$ cat config.mk
export PLATFORM = sky130hd
export DESIGN_NAME = spi_aes_master
export DESIGN_NICKNAME = d
export VERILOG_FILES = /design/src/rtl/spi_aes_master.sv
export SDC_FILE = /design/constraint.sdc
export NUM_CORES = 1
export LEC_CHECK = 0
export CORE_ASPECT_RATIO = 0.75
export CORE_MARGIN = 1.5
export CORE_UTILIZATION = 40
export DETAILED_ROUTE_END_ITERATION = 10
export PLACE_DENSITY_LB_ADDON = 0.12
export SLEW_MARGIN = 10
export SYNTH_ARGS = -nofsm -noshare
export SYNTH_HDL_FRONTEND = slang
export SYNTH_SLANG_ARGS = --single-unit
$ cat constraint.sdc
create_clock -name clk -period 5.66 [get_ports clk]
set_clock_uncertainty 0.2 [all_clocks]
set_input_delay 0.849 -clock clk [delete_from_list [all_inputs] [get_ports clk]]
set_output_delay 0.849 -clock clk [all_outputs]
set_load 0.05 [all_outputs]
$ cat src/rtl/spi_aes_master.sv
// Serial front end for the AES SPI slave: shifts plaintext then key out LSB-first on SIMO,
// then raises mode and collects the 128-bit result from SOMI.
module spi_aes_master #(
    parameter int unsigned Nk = 4
) (
    input  logic              clk,
    input  logic              rst_n,
    input  logic              start,
    input  logic [127:0]      msg_in,
    input  logic [Nk*32-1:0]  key_in,
    output logic              SIMO,
    output logic              mode,
    input  logic              SOMI,
    output logic              busy,
    output logic              done,
    output logic [127:0]      result
);
    localparam int unsigned KW       = Nk * 32;
    localparam logic [8:0]  MSG_LAST = 9'd127;
    localparam logic [8:0]  KEY_LAST = 9'(KW - 1);

    typedef enum logic [2:0] {
        IDLE, SEND_MSG, SEND_KEY, GAP, RX_LAT, RECV, DONE
    } state_t;

    state_t          state, state_nx;
    logic [8:0]      cnt;
    logic [127:0]    msg_sr;
    logic [KW-1:0]   key_sr;
    logic [127:0]    rx_sr;
    logic [127:0]    rx_nx;
    logic            rx_en;
    logic            simo_nx, mode_nx, busy_nx, done_nx;

    assign rx_nx = {SOMI, rx_sr[127:1]};

    always_comb begin
        state_nx = state;
        simo_nx  = 1'b0;
        mode_nx  = 1'b0;
        busy_nx  = 1'b1;
        done_nx  = 1'b0;
        case (state)
            IDLE: begin
                busy_nx = start;
                if (start) state_nx = SEND_MSG;
            end
            SEND_MSG: begin
                simo_nx = msg_sr[0];
                if (cnt == MSG_LAST) state_nx = SEND_KEY;
            end
            SEND_KEY: begin
                simo_nx = key_sr[0];
                if (cnt == KEY_LAST) state_nx = GAP;
            end
            GAP:    state_nx = RX_LAT;
            RX_LAT: begin
                mode_nx  = 1'b1;
                state_nx = RECV;
            end
            RECV: begin
                mode_nx = 1'b1;
                if (cnt == MSG_LAST) state_nx = DONE;
            end
            DONE: begin
                done_nx  = 1'b1;
                state_nx = IDLE;
            end
            default: state_nx = IDLE;
        endcase
    end

    // Outputs are registered, so they trail the internal state by one cycle; rx_en
    // delays capture by the same cycle so sampling lines up with the visible mode phase.
    always_ff @(posedge clk or negedge rst_n) begin
        if (!rst_n) begin
            state  <= IDLE;
            cnt    <= '0;
            msg_sr <= '0;
            key_sr <= '0;
            rx_sr  <= '0;
            rx_en  <= 1'b0;
            SIMO   <= 1'b0;
            mode   <= 1'b0;
            busy   <= 1'b0;
            done   <= 1'b0;
            result <= '0;
        end else begin
            state <= state_nx;
            SIMO  <= simo_nx;
            mode  <= mode_nx;
            busy  <= busy_nx;
            done  <= done_nx;
            rx_en <= (state == RECV);

            if (state_nx != state || state == IDLE) cnt <= '0;
            else                                    cnt <= cnt + 9'd1;

            if (state == IDLE && start) begin
                msg_sr <= msg_in;
                key_sr <= key_in;
            end else begin
                if (state == SEND_MSG) msg_sr <= msg_sr >> 1;
                if (state == SEND_KEY) key_sr <= key_sr >> 1;
            end

            if (rx_en)         rx_sr  <= rx_nx;
            if (state == DONE) result <= rx_nx;
        end
    end
endmodule

# ---- After elaboration in Yosys (flattened, before gate mapping)
# Cells that the tools add are included.
dict set report totals {
  reg_bits 529
  inputBits 260
  output_inout_bits 132
  wordCells 40
}
dict set report op_classes {
  add_sub_neg 1
  n_eq_ne 8
  muxes 14
  reduce_logical 6
}
# cell n
set op_table {}
lappend op_table {{2-to-1 mux 128 bit} 4}
lappend op_table {{one-hot mux 3 bit (6 select lines)} 1}
lappend op_table {{2-to-1 mux 3 bit} 4}
lappend op_table {{adder 9 x 1 -> 9 bit (second input constant)} 1}
lappend op_table {{== test 3 bit (second input constant)} 3}
lappend op_table {{== test 9 x 7 -> 1 bit (second input constant)} 1}
lappend op_table {{2-to-1 mux 9 bit} 1}
lappend op_table {{== test 3 x 2 -> 1 bit (second input constant)} 2}
lappend op_table {{nonzero test 2 bit} 2}
lappend op_table {{== test 3 x 1 -> 1 bit (second input constant)} 1}
lappend op_table {{zero test 3 bit} 1}
lappend op_table {{2-to-1 mux 1 bit} 3}
lappend op_table {{inequality test 3 bit} 1}
lappend op_table {{one-hot mux 1 bit (2 select lines)} 1}
lappend op_table {{OR reduction 2 bit} 1}
lappend op_table {{logical AND 1 bit} 1}
lappend op_table {{logical OR 1 bit} 1}

# ---- Depth between registers and ports, before layout
dict set report depth {
  word_depth 6
  mapped_depth 8
  mapped_depth_nobuf 4
}

# ---- Worst setup path after synthesis
# No wires, ideal clock.
dict set report synth_timing {
  path_kind {input to register}
  start {input start}
  end {register msg_sr[100]}
  setup_time_ns 0.118
  t_arrival_ns 1.858
  t_required_ns 5.342
  slack_ns 3.484
  stages 6
  n_path_buf 3
  cell_sequence {nor4b_4 buf_6 nor2_2 buf_6 buf_6 a21o_1}
}
dict set report synth_between {
  elab_chain_cells 2
  word_cells_on_any_way 3
  classes_between {1 x mux; 2 x reduce/logical}
}
# element line
set synth_lines {}
lappend synth_lines {{start: declaration} 8} ;# input logic start,
lappend synth_lines {{logical AND 1 bit *} 99} ;# if (state == IDLE && start) begin
lappend synth_lines {{2-to-1 mux 128 bit / nonzero test 2 bit (equally long branches)} n/a}
lappend synth_lines {{end signal: assignment} 100} ;# msg_sr <= msg_in;
lappend synth_lines {{end signal: assignment} 103} ;# if (state == SEND_MSG) msg_sr <= msg_sr >> 1;
lappend synth_lines {{end: declaration} 28} ;# logic [127:0] msg_sr;
# Every way passes the cells marked *; elsewhere a longest branch is shown, timed or not.
# A chain may end at the register's enable or synchronous reset.

# ---- Worst setup path after layout
dict set report layout_timing {
  start {register state[0]}
  end {register msg_sr[60]}
}
dict set report layout_between {
  elab_chain_cells 3
  word_cells_on_any_way 5
  classes_between {1 x eq/ne; 1 x mux; 3 x reduce/logical}
}
# element line
set layout_lines {}
lappend layout_lines {{start: declaration} 26} ;# state_t state, state_nx;
lappend layout_lines {{start signal: assignment} 89} ;# state <= state_nx;
lappend layout_lines {{zero test 3 bit} 99}
lappend layout_lines {{logical AND 1 bit} 99}
lappend layout_lines {{2-to-1 mux 128 bit / nonzero test 2 bit (equally long branches)} n/a}
# Several ways; a longest one is shown, not always the timed one.

==> flow_summary.html <==
<table>
<tr><th>Metric</th><th>Value</th></tr>
<tr><th colspan="2">Power and ir drop</th></tr>
<tr><td>Maximum vdd ir drop</td><td>0.211 mV</td></tr>
<tr><td>LEAKAGE</td><td>13.0 nW</td></tr>
<tr><td>Pwr per Cell Area</td><td>343 mW/mm²</td></tr>
<tr><th colspan="2">Critical path</th></tr>
<tr><td>Register-to-register setup slack</td><td>2.46 ns</td></tr>
<tr><td>Data arrival time of the critical path</td><td>3.53 ns</td></tr>
<tr><td>Required time worst endpoint</td><td>5.99 ns</td></tr>
<tr><td>Largest fanout on the critical path</td><td>87</td></tr>
<tr><td>Type of origin of the critical path</td><td>flip-flop</td></tr>
<tr><td>Worst Setup End Kind</td><td>flip-flop</td></tr>
<tr><td>Crit Path Category</td><td>reg2reg</td></tr>
<tr><th colspan="2">Global routing</th></tr>
<tr><td>Number of global-route vias before repair</td><td>13700</td></tr>
<tr><td>Number of antenna violations at the first check in global routing</td><td>7</td></tr>
<tr><td>Gr usage total</td><td>0.169</td></tr>
<tr><td>Grt ovf</td><td>0</td></tr>
<tr><td>Global-route wire length before repair</td><td>75600 µm</td></tr>
<tr><td>Maximum number of pins on one net before global-route repair</td><td>231</td></tr>
<tr><th colspan="2">Floorplan</th></tr>
<tr><td>Width of the chip</td><td>271 µm</td></tr>
<tr><td>Std-Cell Rows</td><td>73</td></tr>
<tr><td>Floorplan core area</td><td>0.0532 mm²</td></tr>
<tr><td>Initial standard-cell utilization of the core</td><td>0.406</td></tr>
<tr><td>Die span in y</td><td>204 µm</td></tr>
<tr><td>Overall die area</td><td>0.0553 mm²</td></tr>
<tr><td>Top-level port count</td><td>392</td></tr>
<tr><th colspan="2">Clock network</th></tr>
<tr><td>Buffers inserted during post-CTS setup optimization</td><td>0</td></tr>
<tr><td>H-tree levels</td><td>2</td></tr>
<tr><td>Clock buffer depth</td><td>3</td></tr>
<tr><td>Clock slew seen by the registers of the worst setup and hold paths</td><td>0.06 ns</td></tr>
<tr><td>Clock tree from TritonCTS</td><td>built</td></tr>
<tr><td>CTS-repair resized insts</td><td>0</td></tr>
<tr><td>Number of CTS-inserted buffers</td><td>54</td></tr>
<tr><td>Clock Root Buffer</td><td>sky130_fd_sc_hd__clkbuf_16</td></tr>
<tr><td>Clock latency on the worst-skew pair</td><td>0.59 ns</td></tr>
<tr><td>Number of buffers added to fix hold violations after cts</td><td>0</td></tr>
<tr><td>Number of clock sinks</td><td>528</td></tr>
<tr><th colspan="2">Status</th></tr>
<tr><td>Result of the run</td><td>completed</td></tr>
<tr><th colspan="2">Finish</th></tr>
<tr><td>Area of combinational cells with multiple inputs</td><td>0.00768 mm²</td></tr>
<tr><td>Layout overhead on the synthesized area</td><td>28.5%</td></tr>
<tr><td>Sequential Area</td><td>0.0132 mm²</td></tr>
<tr><td>Filler instances</td><td>4565</td></tr>
<tr><td>Fraction of the core area covered by cells at the end of the flow</td><td>0.521</td></tr>
<tr><td>Layout cell share with drive strength beyond 1</td><td>0.183</td></tr>
<tr><td>Fin nets</td><td>2198</td></tr>
<tr><td>Number of standard cells in the final layout excluding fillers</td><td>2691</td></tr>
<tr><th colspan="2">Routing</th></tr>
<tr><td>Antenna violation net count after detailed routing</td><td>0</td></tr>
<tr><td>Post-DR vias/cell</td><td>5.07</td></tr>
<tr><td>1st-iter DRT viols</td><td>834</td></tr>
<tr><td>Metal1 wirelength</td><td>21900 µm</td></tr>
<tr><td>Number of detailed-routing iterations run before antenna repair</td><td>4</td></tr>
<tr><td>Met2 wire length</td><td>21900 µm</td></tr>
<tr><td>Routed via count</td><td>13600</td></tr>
<tr><td>Highest metal layer with signal wires</td><td>met5</td></tr>
<tr><td>Average wire per cell in the routed design</td><td>17.6 µm</td></tr>
<tr><td>Wirelength, routed</td><td>47300 µm</td></tr>
<tr><td>DRC viols</td><td>0</td></tr>
<tr><td>Met3 wire len</td><td>2500 µm</td></tr>
<tr><th colspan="2">Timing</th></tr>
<tr><td>Min Clock Period, post-route</td><td>3.20 ns</td></tr>
<tr><td>Worst-case hold slack</td><td>0.0868 ns</td></tr>
<tr><td>Count of pins over their slew limit</td><td>0</td></tr>
<tr><td>Setup tns final</td><td>0 ns</td></tr>
<tr><td>Period utilization</td><td>0.566</td></tr>
<tr><td>Smallest setup slack after layout</td><td>2.46 ns</td></tr>
<tr><td>Setup violators final</td><td>0</td></tr>
<tr><td>Transition time of the tightest slew-check pin</td><td>1.20 ns</td></tr>
<tr><td>Fmax</td><td>312 MHz</td></tr>
<tr><td>Slew HR</td><td>0.198</td></tr>
<tr><td>RSZ-0062 raised after global routing</td><td>false</td></tr>
<tr><td>Hold Vio Cnt, Final</td><td>0</td></tr>
<tr><th colspan="2">Place</th></tr>
<tr><td>Post-DP HPWL</td><td>30500 µm</td></tr>
<tr><td>Number of placed instances with taps included</td><td>2593</td></tr>
<tr><td>Final GP Congestion</td><td>0.761</td></tr>
<tr><td>Number of buffers added on ports</td><td>391</td></tr>
<tr><td>Place WS</td><td>2.04 ns</td></tr>
<tr><th colspan="2">Logic synthesis</th></tr>
<tr><td>Synthesized Nets</td><td>1852</td></tr>
<tr><td>Most area-hungry cell type in the Yosys netlist</td><td>sky130_fd_sc_hd__dfrtp_1</td></tr>
<tr><td>Post-Synthesis Mean Instance Area</td><td>13.6 µm²</td></tr>
<tr><td>Top cells by area in the synthesized netlist</td><td>sky130_fd_sc_hd__dfrtp_1, sky130_fd_sc_hd__mux2_2, sky130_fd_sc_hd__mux2i_1, sky130_fd_sc_hd__a22o_1, sky130_fd_sc_hd__a21o_1</td></tr>
<tr><td>Share of Yosys cell area claimed by the top area cell type</td><td>0.613</td></tr>
<tr><td>Total of warnings raised by yosys</td><td>0</td></tr>
<tr><td>Main synth FF type</td><td>sky130_fd_sc_hd__dfrtp_1</td></tr>
<tr><td>Post-Synthesis Cells</td><td>1591</td></tr>
<tr><td>Number of flip-flops and latches in the synthesized netlist</td><td>528</td></tr>
<tr><td>Post-synth EDFFs</td><td>0</td></tr>
<tr><td>Post-synth cell types</td><td>38</td></tr>
<tr><td>Most numerous cell types in the synthesized netlist</td><td>sky130_fd_sc_hd__dfrtp_1, sky130_fd_sc_hd__mux2_2, sky130_fd_sc_hd__nand2_1, sky130_fd_sc_hd__a21o_1, sky130_fd_sc_hd__a22o_1</td></tr>
<tr><td>Post-synthesis sequential area ratio</td><td>0.613</td></tr>
<tr><td>Most frequent cell after synthesis</td><td>sky130_fd_sc_hd__dfrtp_1</td></tr>
<tr><td>Cell area after technology mapping</td><td>0.0216 mm²</td></tr>
<tr><td>Share of flip-flops with an asynchronous set or reset after synthesis</td><td>1.00</td></tr>
<tr><th colspan="2">Run</th></tr>
<tr><td>Maxcap violations</td><td>0</td></tr>
<tr><th colspan="2">Min path</th></tr>
<tr><td>Path category of the worst min-delay check</td><td>in2async</td></tr>
</table>
==> power by group <==
part | switching, mW | internal, mW
Combinational | 0.567 | 0.806
Sequential | 0.312 | 4.26
Clock | 1.47 | 2.10
==> critical path: stages (launching register included) <==
cell and delay, ns:
sky130_fd_sc_hd__dfrtp_1 0.48, sky130_fd_sc_hd__nor3b_4 0.21, sky130_fd_sc_hd__buf_4 0.30, sky130_fd_sc_hd__nor2_4 0.81
sky130_fd_sc_hd__buf_4 0.81, sky130_fd_sc_hd__a21o_1 0.22
==> stage by stage <==
| step | power, mW | instance area (µm²) |
|---|---|---|
| after floorplan | 5.53 | 21600 |
| after global placement | 5.97 | 25900 |
| after detailed placement | 6.03 | 25900 |
| after CTS | 9.67 | 27700 |
| after global routing | 10.0 | 27700 |
| final | 9.51 | 27700 |
==> layout by cell type, fill, tap and decap left out, types with 4 or more instances in the layout <==
cell type	Yosys	routed
sky130_fd_sc_hd__clkbuf_16	0	55
sky130_fd_sc_hd__a22o_1	128	128
sky130_fd_sc_hd__buf_12	0	6
sky130_fd_sc_hd__nor2_1	6	6
sky130_fd_sc_hd__clkinv_2	0	7
sky130_fd_sc_hd__inv_1	5	5
sky130_fd_sc_hd__buf_4	15	8
sky130_fd_sc_hd__a21o_1	128	128
sky130_fd_sc_hd__nand2_1	131	131
sky130_fd_sc_hd__clkdlybuf4s50_1	0	390
sky130_fd_sc_hd__o21ai_1	57	57
sky130_fd_sc_hd__o21ai_0	75	75
sky130_fd_sc_hd__mux2_2	255	255
sky130_fd_sc_hd__clkbuf_1	45	11
sky130_fd_sc_hd__dfrtp_1	528	527
sky130_fd_sc_hd__nand3_1	4	4
sky130_fd_sc_hd__mux2i_1	126	126
sky130_fd_sc_hd__clkbuf_8	0	14
==> area by class of cell <==
cell class              count  area share
diodes                      2    0.000181
clock buffers              80      0.0581
clock inverters            16     0.00691
inverters                   5    0.000677
multi-input cells         943       0.277
flip-flops and latches    528       0.477
well taps                 712      0.0321
repair buffers            405       0.148
==> cell families after synthesis <==
family,count (synthesis),synth area share
buffers and inverters,120,0.0316
and+or+nand+nor,163,0.0325
AOI/OAI and AO/OA,395,0.130
adders and majority gates,1,0.000580
muxes,381,0.192
xor gates and xnor gates,3,0.00122
DFF,528,0.613
==> worst paths after layout <==
| kind | cells past startpoint | to | startpoint |
|---|---|---|---|
| max | 5 | msg_sr[60]$_DFFE_PN0P_ | state[0]$_DFF_PN0_ |
| min | 1 | result[42]$_DFFE_PN0P_ | rst_n |
| max reg2reg | 5 | msg_sr[60]$_DFFE_PN0P_ | state[0]$_DFF_PN0_ |
| min reg2reg | 1 | msg_sr[121]$_DFFE_PN0P_ | msg_sr[121]$_DFFE_PN0P_ |
| max in group asynchronous | 2 | key_sr[77]$_DFFE_PN0P_ | rst_n |
| min in group clk | 1 | msg_sr[121]$_DFFE_PN0P_ | msg_sr[121]$_DFFE_PN0P_ |
==> flip-flops by register name, summed over array words and instances, names as in the netlist <==
name / flops
rx_sr: 127
key_sr: 128
busy: 1
result: 128
done: 1
mode: 1
msg_sr: 128
rx_en: 1
state: 3
SIMO: 1
cnt: 9
==> metal layers <==
metal / vias up / GRT usage
met5: - / 0
met4: 12 / 0.0457
met3: 77 / 0.0403
met2: 268 / 0.264
met1: 6844 / 0.236
li1: 6435 / -
No activity file was read; power rests on OpenSTA's default activity.
